<file path="config.mk">
export PLATFORM = sky130hd
export DESIGN_NAME = apb3_wait_reg_slave
export DESIGN_NICKNAME = d
export VERILOG_FILES = /design/src/rtl/apb3_wait_reg_slave.sv
export SDC_FILE = /design/constraint.sdc
export NUM_CORES = 1
export LEC_CHECK = 0
export CORE_MARGIN = 5
export CORE_UTILIZATION = 49
export DETAILED_ROUTE_END_ITERATION = 6
export PLACE_DENSITY = 0.77
export SYNTH_ARGS = -nofsm -noshare
export SYNTH_HDL_FRONTEND = slang
export SYNTH_SLANG_ARGS = --single-unit
</file>
<file path="constraint.sdc">
create_clock -name HCLK -period 31.8 [get_ports HCLK]
set_clock_uncertainty 0.15 [all_clocks]
set_input_delay 7.95 -clock HCLK [delete_from_list [all_inputs] [get_ports HCLK]]
set_output_delay 7.95 -clock HCLK [all_outputs]
set_load 0.03 [all_outputs]
</file>
<file path="src/rtl/apb3_wait_reg_slave.sv">
// rtl/apb3_wait_reg_slave.sv - APB3 register completer with programmable wait states
// R/W register file plus read-only ID and write-counter words; decode errors on PSLVERR.
module apb3_wait_reg_slave #(
  parameter int          ADDR_WIDTH  = 24,
  parameter int          NUM_REGS    = 8,
  parameter int          WAIT_STATES = 1,
  parameter logic [31:0] ID_VALUE    = 32'hA3B0_0001
) (
  input  logic                     HCLK,
  input  logic                     HRESET,
  input  logic                     PSEL,
  input  logic                     PENABLE,
  input  logic                     PWRITE,
  input  logic [ADDR_WIDTH-1:0]    PADDR,
  input  logic [31:0]              PWDATA,
  output logic [31:0]              PRDATA,
  output logic                     PREADY,
  output logic                     PSLVERR,
  output logic [32*NUM_REGS-1:0]   REG_OUT
);

  typedef enum logic [1:0] {IDLE, WAIT, DONE} state_t;

  localparam logic [ADDR_WIDTH-3:0] ID_IDX  = (ADDR_WIDTH-2)'(NUM_REGS);
  localparam logic [ADDR_WIDTH-3:0] CNT_IDX = ID_IDX + 1'b1;
  localparam logic [3:0]            WS      = 4'(WAIT_STATES);

  state_t                state_q, state_d;
  logic [3:0]            cnt_q, cnt_d;
  logic [ADDR_WIDTH-1:0] addr_q, addr_d;
  logic                  write_q, write_d;
  logic [31:0]           wdata_q, wdata_d;
  logic                  pready_q, pready_d;
  logic                  pslverr_q, pslverr_d;
  logic [31:0]           prdata_q, prdata_d;
  logic [31:0]           regs_q [NUM_REGS];
  logic [31:0]           wrcnt_q;

  logic [ADDR_WIDTH-1:0] dec_addr;
  logic [ADDR_WIDTH-3:0] dec_widx;
  logic                  dec_write;
  logic                  dec_err;
  logic [31:0]           dec_rdata;
  logic                  enter_done;
  logic                  commit;

  // A zero-wait transfer enters DONE on the setup edge, so decode straight off the bus in IDLE.
  assign dec_addr  = (state_q == IDLE) ? PADDR : addr_q;
  assign dec_write = (state_q == IDLE) ? PWRITE : write_q;
  assign dec_widx  = dec_addr[ADDR_WIDTH-1:2];

  always_comb begin
    dec_err   = 1'b1;
    dec_rdata = 32'h0;
    if (dec_addr[1:0] == 2'b00) begin
      for (int i = 0; i < NUM_REGS; i++) begin
        if (dec_widx == (ADDR_WIDTH-2)'(i)) begin
          dec_err   = 1'b0;
          dec_rdata = regs_q[i];
        end
      end
      if (dec_widx == ID_IDX) begin
        dec_err   = dec_write;
        dec_rdata = ID_VALUE;
      end
      if (dec_widx == CNT_IDX) begin
        dec_err   = dec_write;
        dec_rdata = wrcnt_q;
      end
    end
  end

  always_comb begin
    state_d    = state_q;
    cnt_d      = cnt_q;
    addr_d     = addr_q;
    write_d    = write_q;
    wdata_d    = wdata_q;
    enter_done = 1'b0;
    pready_d   = 1'b0;
    pslverr_d  = 1'b0;
    prdata_d   = 32'h0;
    case (state_q)
      IDLE: begin
        if (PSEL && !PENABLE) begin
          addr_d  = PADDR;
          write_d = PWRITE;
          wdata_d = PWDATA;
          cnt_d   = WS;
          if (WS == 4'd0) begin
            state_d    = DONE;
            enter_done = 1'b1;
          end else begin
            state_d = WAIT;
          end
        end
      end
      WAIT: begin
        if (!PSEL) begin
          state_d = IDLE;
        end else if (PENABLE) begin
          if (cnt_q <= 4'd1) begin
            state_d    = DONE;
            enter_done = 1'b1;
          end else begin
            cnt_d = cnt_q - 4'd1;
          end
        end
      end
      DONE:    state_d = IDLE;
      default: state_d = IDLE;
    endcase
    if (enter_done) begin
      pready_d  = 1'b1;
      pslverr_d = dec_err;
      prdata_d  = (dec_err || dec_write) ? 32'h0 : dec_rdata;
    end
  end

  // pslverr_q is live during DONE, so it doubles as the commit veto.
  assign commit = (state_q == DONE) && write_q && !pslverr_q;

  always_ff @(posedge HCLK or posedge HRESET) begin
    if (HRESET) begin
      state_q   <= IDLE;
      cnt_q     <= 4'd0;
      addr_q    <= '0;
      write_q   <= 1'b0;
      wdata_q   <= 32'h0;
      pready_q  <= 1'b0;
      pslverr_q <= 1'b0;
      prdata_q  <= 32'h0;
      wrcnt_q   <= 32'h0;
      for (int i = 0; i < NUM_REGS; i++) regs_q[i] <= 32'h0;
    end else begin
      state_q   <= state_d;
      cnt_q     <= cnt_d;
      addr_q    <= addr_d;
      write_q   <= write_d;
      wdata_q   <= wdata_d;
      pready_q  <= pready_d;
      pslverr_q <= pslverr_d;
      prdata_q  <= prdata_d;
      if (commit) begin
        wrcnt_q <= wrcnt_q + 32'd1;
        for (int i = 0; i < NUM_REGS; i++) begin
          if (addr_q[ADDR_WIDTH-1:2] == (ADDR_WIDTH-2)'(i)) regs_q[i] <= wdata_q;
        end
      end
    end
  end

  always_comb begin
    REG_OUT = '0;
    for (int i = 0; i < NUM_REGS; i++) REG_OUT[32*i +: 32] = regs_q[i];
  end

  assign PREADY  = pready_q;
  assign PSLVERR = pslverr_q;
  assign PRDATA  = prdata_q;

endmodule

</file>
==> results of run 1 <==
[through the flow]
step / setup WS, ps / hold slack (ps)
4_1_cts: 20530 / 338
2_1_floorplan: 13000 / 292
3_5_place_dp: 19980 / 327
5_1_grt: 20400 / 355
6_report: 20500 / 339
3_3_place_gp: 20170 / 311
[critical path: stages]
cell and delay (ps):
sky130_fd_sc_hd__clkdlybuf4s50_1 410, sky130_fd_sc_hd__or4_1 590, sky130_fd_sc_hd__nor2_1 160, sky130_fd_sc_hd__a22o_1 250, sky130_fd_sc_hd__nand4_1 970, sky130_fd_sc_hd__buf_4 630
sky130_fd_sc_hd__o221ai_1 270, sky130_fd_sc_hd__and3_1 210, sky130_fd_sc_hd__o31ai_2 70
[cell type report]
type                            count  area [µm²]  share of cell area (%)
Sequential cell                   385        9630                    43.3
Multi-Input combinational cell    796        6960                    31.2
Timing Repair Buffer              375        3690                    16.6
Clock buffer                       62        1240                    5.56
Tap cell                          455         569                    2.56
Clock inverter                     11         134                   0.601
Inverter                           12        52.6                   0.236
[flip-flops by register name, indices dropped and copies added (netlist names), 2 cells and up]
name     flops
state_q      2
wrcnt_q     32
REG_OUT    256
cnt_q        4
wdata_q     32
PRDATA      32
addr_q      24
[metal layers]
layer	GRT usage, %	vias to the layer above	share of wire (%)
met5	0	-	0
met3	7.19	100	7.6
li1	-	5361	-
met1	34.8	6199	41
met4	8.59	0	3.3
met2	43.4	463	48
[layout by cell type, fill, tap and decap left out, types with 13 or more instances in the layout]
| master | instances |
|---|---|
| sky130_fd_sc_hd__a21oi_1 | 16 |
| sky130_fd_sc_hd__and3_1 | 30 |
| sky130_fd_sc_hd__buf_4 | 25 |
| sky130_fd_sc_hd__clkbuf_16 | 43 |
| sky130_fd_sc_hd__clkdlybuf4s50_1 | 350 |
| sky130_fd_sc_hd__dfrtp_1 | 385 |
| sky130_fd_sc_hd__mux2_2 | 314 |
| sky130_fd_sc_hd__mux2i_1 | 54 |
| sky130_fd_sc_hd__nand2_1 | 54 |
| sky130_fd_sc_hd__nand4_1 | 13 |
| sky130_fd_sc_hd__nor2_1 | 66 |
| sky130_fd_sc_hd__o21ai_0 | 30 |
| sky130_fd_sc_hd__o221ai_1 | 44 |
| sky130_fd_sc_hd__o31ai_2 | 20 |
| sky130_fd_sc_hd__xnor2_1 | 16 |
| sky130_fd_sc_hd__xor2_1 | 17 |
[logic make-up after synthesis]
logic type | after synthesis | synth area share (%)
xor+xnor | 33 | 1.71
simple gates | 229 | 6.77
fa+ha+maj | 3 | 0.222
mux | 372 | 24.6
flops | 385 | 57.1
buf+inv | 89 | 2.08
compound gates | 159 | 7.50
[power groups by stage]
stage          combinational [mW]  sequential (mW)  clock (mW)
2_1_floorplan              0.0448            0.534           0
3_3_place_gp               0.0624            0.547           0
3_5_place_dp               0.0639            0.548           0
4_1_cts                    0.0643            0.539       0.493
5_1_grt                    0.0694            0.543       0.513
6_report                   0.0633            0.540       0.484
[path summary, 6_finish.rpt]
kind,to,slack [ps],depth (start not counted),start
setup / recovery,PRDATA[14]$_DFF_PP0_,20500,9,PADDR[6]
hold / removal,wrcnt_q[26]$_DFFE_PP0P_,340,1,wrcnt_q[26]$_DFFE_PP0P_
setup reg to reg,PRDATA[14]$_DFF_PP0_,27600,9,state_q[0]$_DFFE_PP0P_
hold reg to reg,wrcnt_q[26]$_DFFE_PP0P_,340,1,wrcnt_q[26]$_DFFE_PP0P_
max in group asynchronous,wrcnt_q[14]$_DFFE_PP0P_,21590,4,HRESET
min in group asynchronous,wdata_q[23]$_DFFE_PP0P_,7780,2,HRESET
==> flow_results.org, run 1 <==
** Clocking
- Post-CTS repair changed the size of 0 cells.
- Clock tree synthesis found a total of 385 sinks.
- Clock-pin slew was measured on the worst setup and hold paths at 60 ps.
- Number of buffers inserted during clock tree synthesis :: 43
- The root buffer cell chosen for the clock tree is sky130_fd_sc_hd__clkbuf_16.
- The number of hold buffers added after CTS was 0.
- TritonCTS built the clock tree.
- H-tree depth reported by CTS :: 2
- The number of setup buffers added after CTS is 0.
- Worst-Skew Late Latency :: 530 ps
- Maximum count of clock buffers along a single path :: 3

** Global routing
- Total congestion overflow :: 0
- Pin count of the biggest net entering global routing :: 99
- The initial antenna violation count came to 0.
- The number of global-route vias before repair came to 13.0k.
- The first global-routing pass estimated 79500 µm of wire.
- Total track usage :: 26.6%

** Setup path
- Data on the critical path arrives at its endpoint at 11510 ps.
- For the worst setup path, the data required time is 32020 ps.
- Launching element type of the critical path :: input pin
- Critical-path maximum fanout :: 19
- Setup Crit Path Kind :: in -> reg
- Kind of end point of the critical path :: flop

** Min path
- Class of the worst hold path :: reg -> reg

** Floorplanning
- In this run the core area contains 68 standard-cell rows.
- The die covers 38200 µm².
- The floorplan step set the die width to 196 µm.
- Count of pins on the block boundary :: 351
- Vertical die dimension :: 196 µm
- Initial core utilization :: 49.2%
- The floorplan step defined a core boundary enclosing 34300 µm².

** Synth
- Synthesized area divided by synthesized cell count :: 13.3 µm²
- Counting distinct cell types in the post-synthesis netlist gives 53.
- Primary FF master, synth :: sky130_fd_sc_hd__dfrtp_1
- Library cell with the highest instance count after synthesis :: sky130_fd_sc_hd__dfrtp_1
- The commonest cells after synthesis are sky130_fd_sc_hd__dfrtp_1, sky130_fd_sc_hd__mux2_2, sky130_fd_sc_hd__nor2_1.
- Proportion of register bits with asynchronous set or reset after synthesis :: 100%
- Post-synthesis instance area :: 16900 µm²
- Cell taking the most area after synthesis :: sky130_fd_sc_hd__dfrtp_1
- The synthesized design contains 0 enable-type register cells.
- By area the synthesized netlist is led by sky130_fd_sc_hd__dfrtp_1, sky130_fd_sc_hd__mux2_2, sky130_fd_sc_hd__mux2i_1.
- Area share of the largest cell type after synthesis :: 57.1%
- Sequential fraction of the synthesis area :: 57.1%
- The synthesized design contains 385 register bits.
- Synthesis handed over a netlist of 1270 instances.
- Syn Nets :: 1334
- Total number of yosys warnings :: 0

** Power
- The share of total power dissipated in sequential elements is 49.7%.
- Of the total power, the share spent switching nets is 23.5%.
- The internal power of the cells totals 832 µW.
- Clock network fraction of design power :: 44.5%
- Worst-case vdd ir drop :: 0.0399 mV
- Psw :: 255 µW
- In this run the static leakage power is 10.2 nW.
- Power consumption :: 1.09 mW
- Per report_power, the combinational group accounts for 5.8% of the total.
- Power density of the placed cells :: 48.8 nW/µm²

** Status
- The flow ran to the end, and the final reports show no timing, DRC or antenna violations.

** Placement
- GPL Wtd Cong :: 0.851
- The count of buffers added on input and output ports is 350.
- Instance area at placement :: 20900 µm²
- Detailed placement finished with a half-perimeter wire length of 34600 µm.
- Number of instances in the placed design :: 2023

** Detailed routing
- Number of routed nets with antenna violations :: 0
- Total DRC errors in the routed layout :: 0
- Dividing the detail-routed via count by the number of cells gives 5.78.
- In this run, the number of DRC markers left after iteration 0 of detailed routing was 663.
- The final route contains 12.1k vias.
- The first TritonRoute pass finished after 5 iterations.
- Wire per inst :: 24.8 µm
- Final WL :: 52100 µm

** Final layout
- The final layout contains 1677 nets.
- Layout Utilization :: 65.0%
- Leaving out filler cells and counting taps, the final layout contains 2096.
- Proportion of layout cells with a drive suffix above 1 :: 27.2%
- The filler cells instantiated in the layout total 2594.
- Once layout is done, the placed cells without fillers occupy 22300 µm².
- 0 antenna diodes ended up in the layout.
- P&R area growth vs syn :: 32.0%

** Timing
- The worst pin sits at a relative slew slack of 18.4%.
- Hold Violations, Final :: 0
- The final max-slew violation count was 0.
- Derived from the worst setup path, the maximum achievable clock frequency is 0.0885 GHz.
- At the pin with the least slew margin, the transition time is 1220 ps.
- Setup repair after global routing left no endpoint under its margin.
- Summed negative setup slack over all endpoints :: 0 ps
- Final clock period utilization by the worst path :: 35.5%
- # setup viols final :: 0
- Time the final worst path needs with I/O delays and setup :: 11300 ps

** Run
- The tool flagged a number of max-cap violations equal to 0.
Note: power is estimated with default switching activity, not from simulation.
==> inputs of run 2 (changes only) <==
==> constraint.sdc (replaced) <==
create_clock -name HCLK -period 10.98 [get_ports HCLK]
set_clock_uncertainty 0.15 [all_clocks]
set_input_delay 2.745 -clock HCLK [delete_from_list [all_inputs] [get_ports HCLK]]
set_output_delay 2.745 -clock HCLK [all_outputs]
set_load 0.03 [all_outputs]
==> run 2 against run 1 <==
  * First-iteration DRC count decreased by 6.9%
  * Sequential cell count is the same
  * Routed wire length fell by 0.68%
  * Sequential power rose to 2.9 times the previous value
  * Largest cell class unchanged
==> flow_results.org, run 2 (synthesized netlist as in run 1, its figures left out) <==
** Setup path
- The worst register-to-register path begins at state_q[0]$_DFFE_PP0P_.
- At the worst endpoint, the required time is 11270 ps.
- Cell with the largest stage delay on the worst path :: sky130_fd_sc_hd__or3_2
- Register-to-register path setup slack :: 5450 ps
- The critical path contains buffers and inverters numbering 3 combined.
- Endpoint arrival time on the critical path :: 7210 ps
- Critical-path cell list :: clkdlybuf4s50_1 -> mux2i_4 -> buf_4 -> nor2_1 -> a211oi_4 -> buf_4 -> o31ai_1 -> or3_2 -> o31ai_1
- Number of cell instances on the worst register-to-register path :: 9
- STA classifies the critical path startpoint as an input pin.
- The worst setup path is of the in -> reg kind.
- For this run, the slowest stage of the critical path takes 890 ps.
- The endpoint identified for the worst register-to-register timing path is PRDATA[27]$_DFF_PP0_.
- STA classifies the critical path endpoint as a flop.
- Largest delay contributor family on the critical path :: buffers and inverters
- Critical-path maximum fanout :: 51

** Power
- In this run, the clock network consumes 44.2% of the power.
- Internal power comes to 2.38 mW.
- Of the total power, the share spent switching nets is 23.8%.
- In this run, flip-flops and latches consume 50.0% of the power.
- Worst-case vdd ir drop :: 0.126 mV
- Of the total power, combinational logic draws 5.8%.
- In this run the power spent charging and discharging nets is 744 µW.
- For this design the static power due to leakage is 10.1 nW.
- Power consumption :: 3.13 mW
- For this design the ratio of total power to cell area is 141 nW/µm².

** Final layout
- The area growth from synthesis to layout is 31.8%.
- Summing all non-filler instances in the final layout gives an area of 22200 µm².
- Max FFs per register :: 256
- Of the cells placed in the final design, the portion with a size suffix greater than 1 is 26.8%.
- Leading cell type in the layout, fill and taps excluded :: sky130_fd_sc_hd__dfrtp_1
- For this run, the post-layout net count is 1672.
- The number of antenna diodes in the final layout is 0.
- Most used cells in the layout excluding fill and tap cells :: sky130_fd_sc_hd__dfrtp_1, sky130_fd_sc_hd__clkdlybuf4s50_1, sky130_fd_sc_hd__mux2_2
- Final cell count without fillers :: 2095

** Timing
- The worst pin sits at a relative slew slack of 15.8%.
- Across all hold checks on the routed design, the worst slack comes to 321 ps.
- Time the final worst path needs with I/O delays and setup :: 6920 ps
- Final Max Slew Viols :: 0
- # setup viols final :: 0
- For this run, the top clock speed supported by timing is 0.145 GHz.
- Least-Margin Pin Slew :: 1260 ps
- Unrepaired setup endpoints after global routing :: false
- In the final timing run, aggregate negative setup slack is 0 ps.
- Dividing the final minimum period by the clock period gives 63.0%.
- Hold Violations, Final :: 0

** Detailed routing
- After detailed routing, the number of remaining DRC violations is 0.
- Number of routed nets with antenna violations :: 0
- Summing over every cut layer, the via total after detailed routing is 12.1k.
- Via density per instance :: 5.80
- After detailed routing, the total wire length is 51700 µm.
- Number of optimization iterations in the first detailed-route pass :: 5
- Wire per inst :: 24.7 µm
- 1st-iter DRT viols :: 617

** Clocking
- In this run the deepest clock path goes through 3 buffers.
- CTS tree :: yes
- PostCTS Resize Cnt :: 0
- After clock tree synthesis, the flow added hold-fix buffers numbering 0.
- In this run the post-CTS setup repair buffer count came out at 0.
- Number of buffers inserted during clock tree synthesis :: 42
- H-tree depth reported by CTS :: 2
- Clock transition at the register clock pins on the worst setup and hold paths after CTS :: 60 ps
- For the worst-skew pair, the clock arrives at the later sink with an insertion delay of 540 ps.
- Clk sink count :: 385
- The cell sitting at the root of the clock tree is a sky130_fd_sc_hd__clkbuf_16.

** Global routing
- Antenna violations before repair :: 0
- Total track usage :: 26.4%
- Via count of the first global-routing pass :: 12.7k
- Total congestion overflow :: 0
- Entering global routing, the biggest net connects 174 pins.
- First-pass GRT wire length :: 78300 µm

** Min path
- Hold path startpoint :: wrcnt_q[31]$_DFFE_PP0P_
- The path with the worst hold slack has its endpoint at wrcnt_q[31]$_DFFE_PP0P_.
- The tightest min-delay check is of the reg -> reg type.
- Cell count of the worst hold path :: 1

** Placement
- Number of instances in the placed design :: 2019
- DPL Wire Length :: 34300 µm
- PortBufs :: 350
- The placed instances occupy a cell area of 20900 µm².
- GPL Wtd Cong :: 0.850

** Floorplanning
- In this run the count of I/O pins placed on the die edge is 351.
- The core region is 34300 µm².
- Number of rows in the core area :: 68
- Overall die area :: 38200 µm²
- From left edge to right edge, the die measures 196 µm.
- The floorplan step set the die height to 196 µm.
- Initial core utilization :: 49.2%

** Status
- The run finished with clean final reports.

** Run
- Across the run, the number of max-cap violations was 0.
[run 2: changes by cell type in the layout (fill, tap and decap cells not counted)]
cell,change
sky130_fd_sc_hd__buf_12,+1
sky130_fd_sc_hd__buf_4,-5
sky130_fd_sc_hd__bufinv_16,-2
sky130_fd_sc_hd__clkbuf_1,+5
sky130_fd_sc_hd__clkbuf_16,+2
sky130_fd_sc_hd__clkbuf_8,-2
sky130_fd_sc_hd__clkinvlp_4,+2
sky130_fd_sc_hd__inv_6,-1
sky130_fd_sc_hd__inv_8,-1
[run 2: worst max path at each step]
stage | start | endpoint | slack (ps) | depth (start not counted)
3_5_place_dp | PADDR[2] | PRDATA[27]$_DFF_PP0_ | 3530 | 9
3_3_place_gp | PADDR[2] | PRDATA[27]$_DFF_PP0_ | 3630 | 9
2_1_floorplan | HRESET | PRDATA[0]$_DFF_PP0_ | 2910 | 1
5_1_grt | PADDR[2] | PRDATA[27]$_DFF_PP0_ | 3940 | 9
4_1_cts | PADDR[2] | PRDATA[27]$_DFF_PP0_ | 4110 | 9
6_report | PADDR[2] | PRDATA[27]$_DFF_PP0_ | 4060 | 9
[run 2: power by group through the flow]
| stage | combinational, mW | sequential (mW) | clock (mW) |
|---|---|---|---|
| 6_report | 0.182 | 1.56 | 1.38 |
| 5_1_grt | 0.198 | 1.57 | 1.46 |
| 4_1_cts | 0.185 | 1.56 | 1.40 |
| 3_5_place_dp | 0.184 | 1.59 | 0 |
| 3_3_place_gp | 0.179 | 1.58 | 0 |
| 2_1_floorplan | 0.130 | 1.55 | 0 |
[run 2: layout make-up]
| class | instances | area, µm² |
|---|---|---|
| Clock buffer | 67 | 1280 |
| Clock inverter | 9 | 72.6 |
| Fill cell | 2601 | 12100 |
| Inverter | 12 | 48.8 |
| Multi-Input combinational cell | 796 | 6960 |
| Sequential cell | 385 | 9630 |
| Tap cell | 455 | 569 |
| Timing Repair Buffer | 371 | 3670 |
[run 2: through the flow]
| step | setup slack, ps | util [%] |
|---|---|---|
| floorplan | 2910 | - |
| global placement | 3630 | 60.9 |
| detailed placement | 3530 | 60.9 |
| CTS | 4110 | 64.8 |
| global route | 3940 | 64.8 |
| finish | 4060 | 64.8 |
[run 2: routing by layer]
layer	up-vias	GRT usage, %	share of wire [%]	wire, µm
met5	-	0	0	0
met4	0	9.41	3.4	1760
met3	107	7.52	8.0	4130
met2	477	41.9	47	24400
met1	6212	34.8	41	21400
li1	5347	-	-	-
[run 2: worst reg2reg max path, cell delays in order (launching register included)]
cell and delay [ps]:
sky130_fd_sc_hd__dfrtp_1 470, sky130_fd_sc_hd__nor2_1 660, sky130_fd_sc_hd__mux2i_4 790, sky130_fd_sc_hd__buf_4 830, sky130_fd_sc_hd__nor2_1 350, sky130_fd_sc_hd__a211oi_4 250, sky130_fd_sc_hd__buf_4 430, sky130_fd_sc_hd__o31ai_1 190
sky130_fd_sc_hd__or3_2 890, sky130_fd_sc_hd__o31ai_1 420
==> inputs of run 3 (changes only) <==
==> constraint.sdc (replaced) <==
create_clock -name HCLK -period 6.81 [get_ports HCLK]
set_clock_uncertainty 0.15 [all_clocks]
set_input_delay 1.7025 -clock HCLK [delete_from_list [all_inputs] [get_ports HCLK]]
set_output_delay 1.7025 -clock HCLK [all_outputs]
set_load 0.03 [all_outputs]
==> run 3 against run 2 <==
  * Core utilization grew 0.47 points
  * Cell count rose by 0.24%
  * Combinational power rose by 63%
  * Via count increased by 0.79%
  * Register-to-register slack got worse by 2800 ps
  * Sequential cell count did not move
  * Setup slack lost 2300 ps
  * Die area is the same
  * Power is 66% higher
  * Largest power group unchanged
==> flow_results.org, run 3 (synthesized netlist as in run 1, its figures left out) <==
** Clocking
- The number of gates resized after CTS was 0.
- Root buffer cell :: sky130_fd_sc_hd__clkbuf_16
- TritonCTS built the clock tree.
- Clk sink count :: 385
- Clock transition at the register clock pins on the worst setup and hold paths after CTS :: 60 ps
- For this design, the CTS-stage hold fixing added 0 buffers.
- H-tree depth reported by CTS :: 2
- No sink is reached through more buffers than the 3 on the longest clock path.
- Number of buffers inserted during clock tree synthesis :: 43
- Worst-Skew Late Latency :: 530 ps
- Buffers added to address setup during post-CTS repair amount to 0.

** Final layout
- Most used cells in the layout excluding fill and tap cells :: sky130_fd_sc_hd__dfrtp_1, sky130_fd_sc_hd__clkdlybuf4s50_1, sky130_fd_sc_hd__mux2_2
- Max FFs per register :: 256
- Proportion of layout cells with a drive suffix above 1 :: 27.6%
- Total non-filler cell area in the finished layout :: 22400 µm²
- Cells fill 65.3% of the core in the end.
- P&R area growth vs syn :: 32.7%
- NumNets Final :: 1676
- The library cell used most frequently in the layout, excluding fill and tap cells, is sky130_fd_sc_hd__dfrtp_1.
- Diode count :: 0

** Detailed routing
- Number of optimization iterations in the first detailed-route pass :: 4
- Via density per instance :: 5.83
- Final WL :: 51300 µm
- The count of nets left with antenna violations once routing finished came out at 0.
- Total DRC errors in the routed layout :: 0
- 1st-iter DRT viols :: 691
- Wire per inst :: 24.4 µm
- Via count of the routed design :: 12.2k

** Setup path
- Biggest cell delay along the critical path :: 870 ps
- Together, buffers and inverters on the worst path number 2.
- Data required time at the worst endpoint :: 7090 ps
- The critical path goes through clkdlybuf4s50_1 -> nor4_1 -> nand4_1 -> o21ai_1 -> nand4_1 -> buf_4 -> nand2_1 -> o31ai_1 -> or3_2 -> o31ai_2.
- Critical-path maximum fanout :: 50
- The number of cells on the worst reg-to-reg path is 8.
- Endpoint arrival time on the critical path :: 5360 ps
- The kind of cell with the highest combined delay along the critical path is simple AND/OR/NAND/NOR gates.
- The cell that appears most often on the critical path is sky130_fd_sc_hd__nand4_1.
- Origin of the critical flop-to-flop path :: state_q[0]$_DFFE_PP0P_
- STA classifies the critical path endpoint as a flop.
- Cell with the largest stage delay on the worst path :: sky130_fd_sc_hd__or3_2
- In this run the critical register-to-register path is captured at PRDATA[27]$_DFF_PP0_.
- Setup Crit Path Kind :: in -> reg
- Number of cells on the critical path :: 10
- Setup slack on the worst reg-to-reg path comes out at 2690 ps.
- The worst setup path is launched from an input pin.

** Placement
- After detailed placement, the total cell area comes to 20900 µm².
- During placement, the flow inserted port buffers numbering 350.
- DPL Wire Length :: 34200 µm
- At the end of routability-driven placement, the weighted congestion stood at 0.856.

** Global routing
- Total track usage :: 26.4%
- Layer with the highest usage after global routing :: met2
- The first global-routing pass estimated 79300 µm of wire.
- The initial antenna violation count came to 0.
- Global routing used 35.9% of the available met1 tracks.
- Pin count of the biggest net entering global routing :: 177
- For this run, global-route usage on met3 was measured as 6.61%.
- Via count of the first global-routing pass :: 13.0k
- In the global route stage, met2 resource usage came out at 41.9%.
- Total congestion overflow :: 0

** Floorplanning
- The initial utilization of the core area, before any placement, comes to 49.2%.
- The initialized floorplan defines 68 standard-cell rows.
- The core region is 34300 µm².
- Vertical die dimension :: 196 µm
- In this run the horizontal extent of the chip is 196 µm.
- 351 I/O pins were placed.
- The floorplan step defined a die boundary enclosing 38200 µm².

** Timing
- Setup violations remaining at the end of the flow were counted as 0.
- Maximum clock frequency :: 0.197 GHz
- In the finished design, the share of the clock period the worst path needs comes to 74.6%.
- Unrepaired setup endpoints after global routing :: false
- The final max-slew violation count was 0.
- For the pin with the worst max-slew slack, the measured transition is 1160 ps.
- Max-slew headroom :: 22.6%
- The routed design could run at a clock period as short as 5080 ps.
- The count of endpoints failing hold in the final timing report is 0.

** Min path
- Hold path startpoint :: wrcnt_q[30]$_DFFE_PP0P_
- Min-Delay Endpoint :: PRDATA[30]$_DFF_PP0_
- Cell count of the worst hold path :: 2
- The path class of the tightest hold or removal check is reg -> reg.

** Power
- Of the total power, the clock network draws 45.7%.
- Sequential group share of total power :: 48.6%
- Leakage power :: 10.2 nW
- Worst-case vdd ir drop :: 0.178 mV
- Combinational cells account for 5.7% of the total power.
- Power density of the placed cells :: 231 nW/µm²
- Switching portion of total power :: 23.3%
- Psw :: 1.21 mW
- Internal power :: 3.98 mW

** Run
- Max-cap violations :: 0

** Status
- Run status :: finished clean
[run 3: layout make-up]
class	instances	area (µm²)
Inverter	12	48.8
Multi-Input combinational cell	796	6960
Sequential cell	385	9630
Tap cell	455	569
Clock buffer	64	1330
Clock inverter	14	150
Timing Repair Buffer	374	3710
Fill cell	2568	11900
[run 3: per-layer routing]
layer	share of wire [%]	wire length [µm]
met5	0	0
met4	3.3	1680
met3	7.7	3930
met2	47	24000
met1	42	21700
[run 3: worst max-delay path by stage]
stage	endpoint	slack (ps)	start
floorplan	PRDATA[0]$_DFF_PP0_	-220	HRESET
global placement	PRDATA[27]$_DFF_PP0_	1290	PADDR[19]
detailed placement	PRDATA[9]$_DFF_PP0_	1180	PADDR[19]
CTS	PRDATA[9]$_DFF_PP0_	1700	PADDR[19]
global route	PRDATA[15]$_DFF_PP0_	1560	PADDR[19]
finish	PRDATA[9]$_DFF_PP0_	1730	PADDR[19]
[run 3: power by group through the flow]
stage	logic (mW)	clock network (mW)	registers (mW)
global placement	0.290	0	2.55
CTS	0.299	2.40	2.52
global route	0.323	2.51	2.54
finish	0.296	2.37	2.52
floorplan	0.210	0	2.50
detailed placement	0.298	0	2.56
[run 3: stage by stage]
stage	setup slack, ps	power, mW	TNS, ps	cells	hold WS [ps]
final	1730	5.18	0	2100	319
after global routing	1560	5.37	0	2100	346
after CTS	1700	5.22	0	2100	326
after detailed placement	1180	2.86	0	2022	319
after global placement	1290	2.84	0	2022	316
after floorplan	-218	2.70	-84110	1270	292
[run 3: worst register-to-register path, cell delays in order, from the launching register on]
cell and delay, ps:
sky130_fd_sc_hd__dfrtp_1 460, sky130_fd_sc_hd__nor2_1 710, sky130_fd_sc_hd__o21ai_1 480, sky130_fd_sc_hd__nand4_1 200, sky130_fd_sc_hd__buf_4 500, sky130_fd_sc_hd__nand2_1 170
sky130_fd_sc_hd__o31ai_1 370, sky130_fd_sc_hd__or3_2 760, sky130_fd_sc_hd__o31ai_1 200
==> RTL change: new RTL, settings of run 2 <==
The 3 states of `state_t` get a one-hot encoding in 3 bits.
--- a/src/rtl/apb3_wait_reg_slave.sv
+++ b/src/rtl/apb3_wait_reg_slave.sv
@@ -19,7 +19,7 @@
   output logic [32*NUM_REGS-1:0]   REG_OUT
 );
 
-  typedef enum logic [1:0] {IDLE, WAIT, DONE} state_t;
+  typedef enum logic [2:0] {IDLE = 3'b001, WAIT = 3'b010, DONE = 3'b100} state_t;
 
   localparam logic [ADDR_WIDTH-3:0] ID_IDX  = (ADDR_WIDTH-2)'(NUM_REGS);
   localparam logic [ADDR_WIDTH-3:0] CNT_IDX = ID_IDX + 1'b1;
Check against the original RTL: no difference found for any inputs over 4 cycles, from zero or initial values and one cycle with HRESET high; so few cycles prove little.
==> RTL change against run 2 <==
Largest power group unchanged; routed wire length rose by 10%; clock power rose by 4%; fmax rose by 5.6%; sequential cell count rose by 1; total power rose by 3.9%; highest routed layer unchanged; first-iteration DRC count rose by 77%; worst setup slack improved by 0.37 ns; final area rose by 2.0%; synthesized area rose by 2.8%; sequential share of layout area fell by 0.74 points.
==> RTL change: results (changes against run 2) <==
.. list-table::
   :header-rows: 1

   * - Metric
     - Value
   * - DP Wirelength
     - 38.4 mm (was 34.3 mm)
   * - Share of post-route cells with drive strength above 1
     - 25.9% (was 26.8%)
   * - Routed length on met3
     - 5.29 mm (was 4.13 mm)
   * - Max Fanout on Critical Path
     - 58 (was 51)
   * - Critical path startpoint
     - PADDR[18] (was PADDR[2])
   * - DR iter-0 viols
     - 1090 (was 617)
   * - Multiplexer area fraction after synthesis
     - 22.5% (was 24.6%)
   * - Insertion delay of the later-clocked pin in the worst-skew pair
     - 0.57 ns (was 0.54 ns)
   * - Power of the combinational group
     - 0.000222 W (was 0.000182 W)
   * - Routed length per placed instance
     - 26.1 um (was 24.7 um)
   * - Nonclk buf count
     - 367 (was 371)
   * - RR Endpoint
     - PRDATA[12] (was PRDATA[27])
   * - Length of routed wiring on met1
     - 22.2 mm (was 21.4 mm)
   * - Average cell area after synthesis
     - 12.8 um^2 (was 13.3 um^2)
   * - Xor/xnor share of the synthesized area
     - 1.72% (was 1.71%)
   * - Number of nets at the end of the flow
     - 1753 (was 1672)
   * - Routed wire length on met2
     - 26.7 mm (was 24.4 mm)
   * - Setup slack of the worst register-to-register path
     - 5.86 ns (was 5.45 ns)
   * - Comb_multi_in
     - 883 (was 796)
   * - Post-Syn Nets
     - 1424 (was 1334)
   * - FFs & Latches
     - 386 (was 385)
   * - Proportion of cell area occupied by multi-input gates
     - 32.4% (was 31.3%)
   * - Reg-to-reg critical path startpoint
     - state_q[0] (unchanged)
   * - Run status
     - complete, no violations (unchanged)
   * - Vias per cell
     - 6.09 (was 5.80)
   * - Number of search-and-repair iterations in the first detailed-routing pass
     - 7 (was 5)
   * - Slowest stage cell on the critical path
     - sky130_fd_sc_hd__nand3_2 (was sky130_fd_sc_hd__or3_2)
   * - Transition time at the pin with the least slew margin
     - 1.24 ns (was 1.26 ns)
   * - Vias in the first global route
     - 14277 (was 12705)
==> RTL change: cell count changes in the layout (fill, tap and decap cells not counted), sizes merged, moves of 18 or more <==
cell    before  now
nand2       57   76
o211ai       0   39
mux2i       55   35
o21ai       30   71
nor2        66   48
o31ai       27    2
a21oi       16   57
nand3       13   32
o221ai      44    7
==> RTL change: worst register-to-register path: stages, from the launching register on <==
cell	delay, ns
sky130_fd_sc_hd__dfstp_2	0.58
sky130_fd_sc_hd__nor3b_2	0.81
sky130_fd_sc_hd__nand4_1	0.54
sky130_fd_sc_hd__a21oi_4	0.77
sky130_fd_sc_hd__nand3_2	1.06
sky130_fd_sc_hd__nor2_1	0.85
sky130_fd_sc_hd__a22oi_1	0.13
sky130_fd_sc_hd__o21ai_0	0.13
==> RTL change: kinds of logic (layout without fill, tap and decap cells) <==
group,count (synthesis),in the layout
xor gates and xnor gates,34,34
buffers and inverters,91,450
adders and majority gates,3,3
AOI/OAI and AO/OA,259,259
DFF,386,386
muxes,350,350
and+or+nand+nor,237,237
==> RTL change: stage by stage <==
stage / setup WS [ns] / hold slack, ns / power [W] / area [um^2] / utilization, %
5_1_grt: 4.09 / 0.372 / 0.00336 / 22700 / 64.4
4_1_cts: 4.59 / 0.341 / 0.00326 / 22700 / 64.4
3_3_place_gp: 4.21 / 0.325 / 0.00182 / 21300 / 60.4
2_1_floorplan: 2.90 / 0.296 / 0.00172 / 17300 / -
3_5_place_dp: 4.03 / 0.326 / 0.00183 / 21300 / 60.4
6_report: 4.43 / 0.338 / 0.00325 / 22700 / 64.4
==> RTL change: routing by layer <==
| metal | vias up | track usage, % |
|---|---|---|
| met5 | - | 0 |
| met2 | 643 | 45.2 |
| met4 | 0 | 13.3 |
| met3 | 172 | 7.90 |
| met1 | 6755 | 37.2 |
| li1 | 5716 | - |
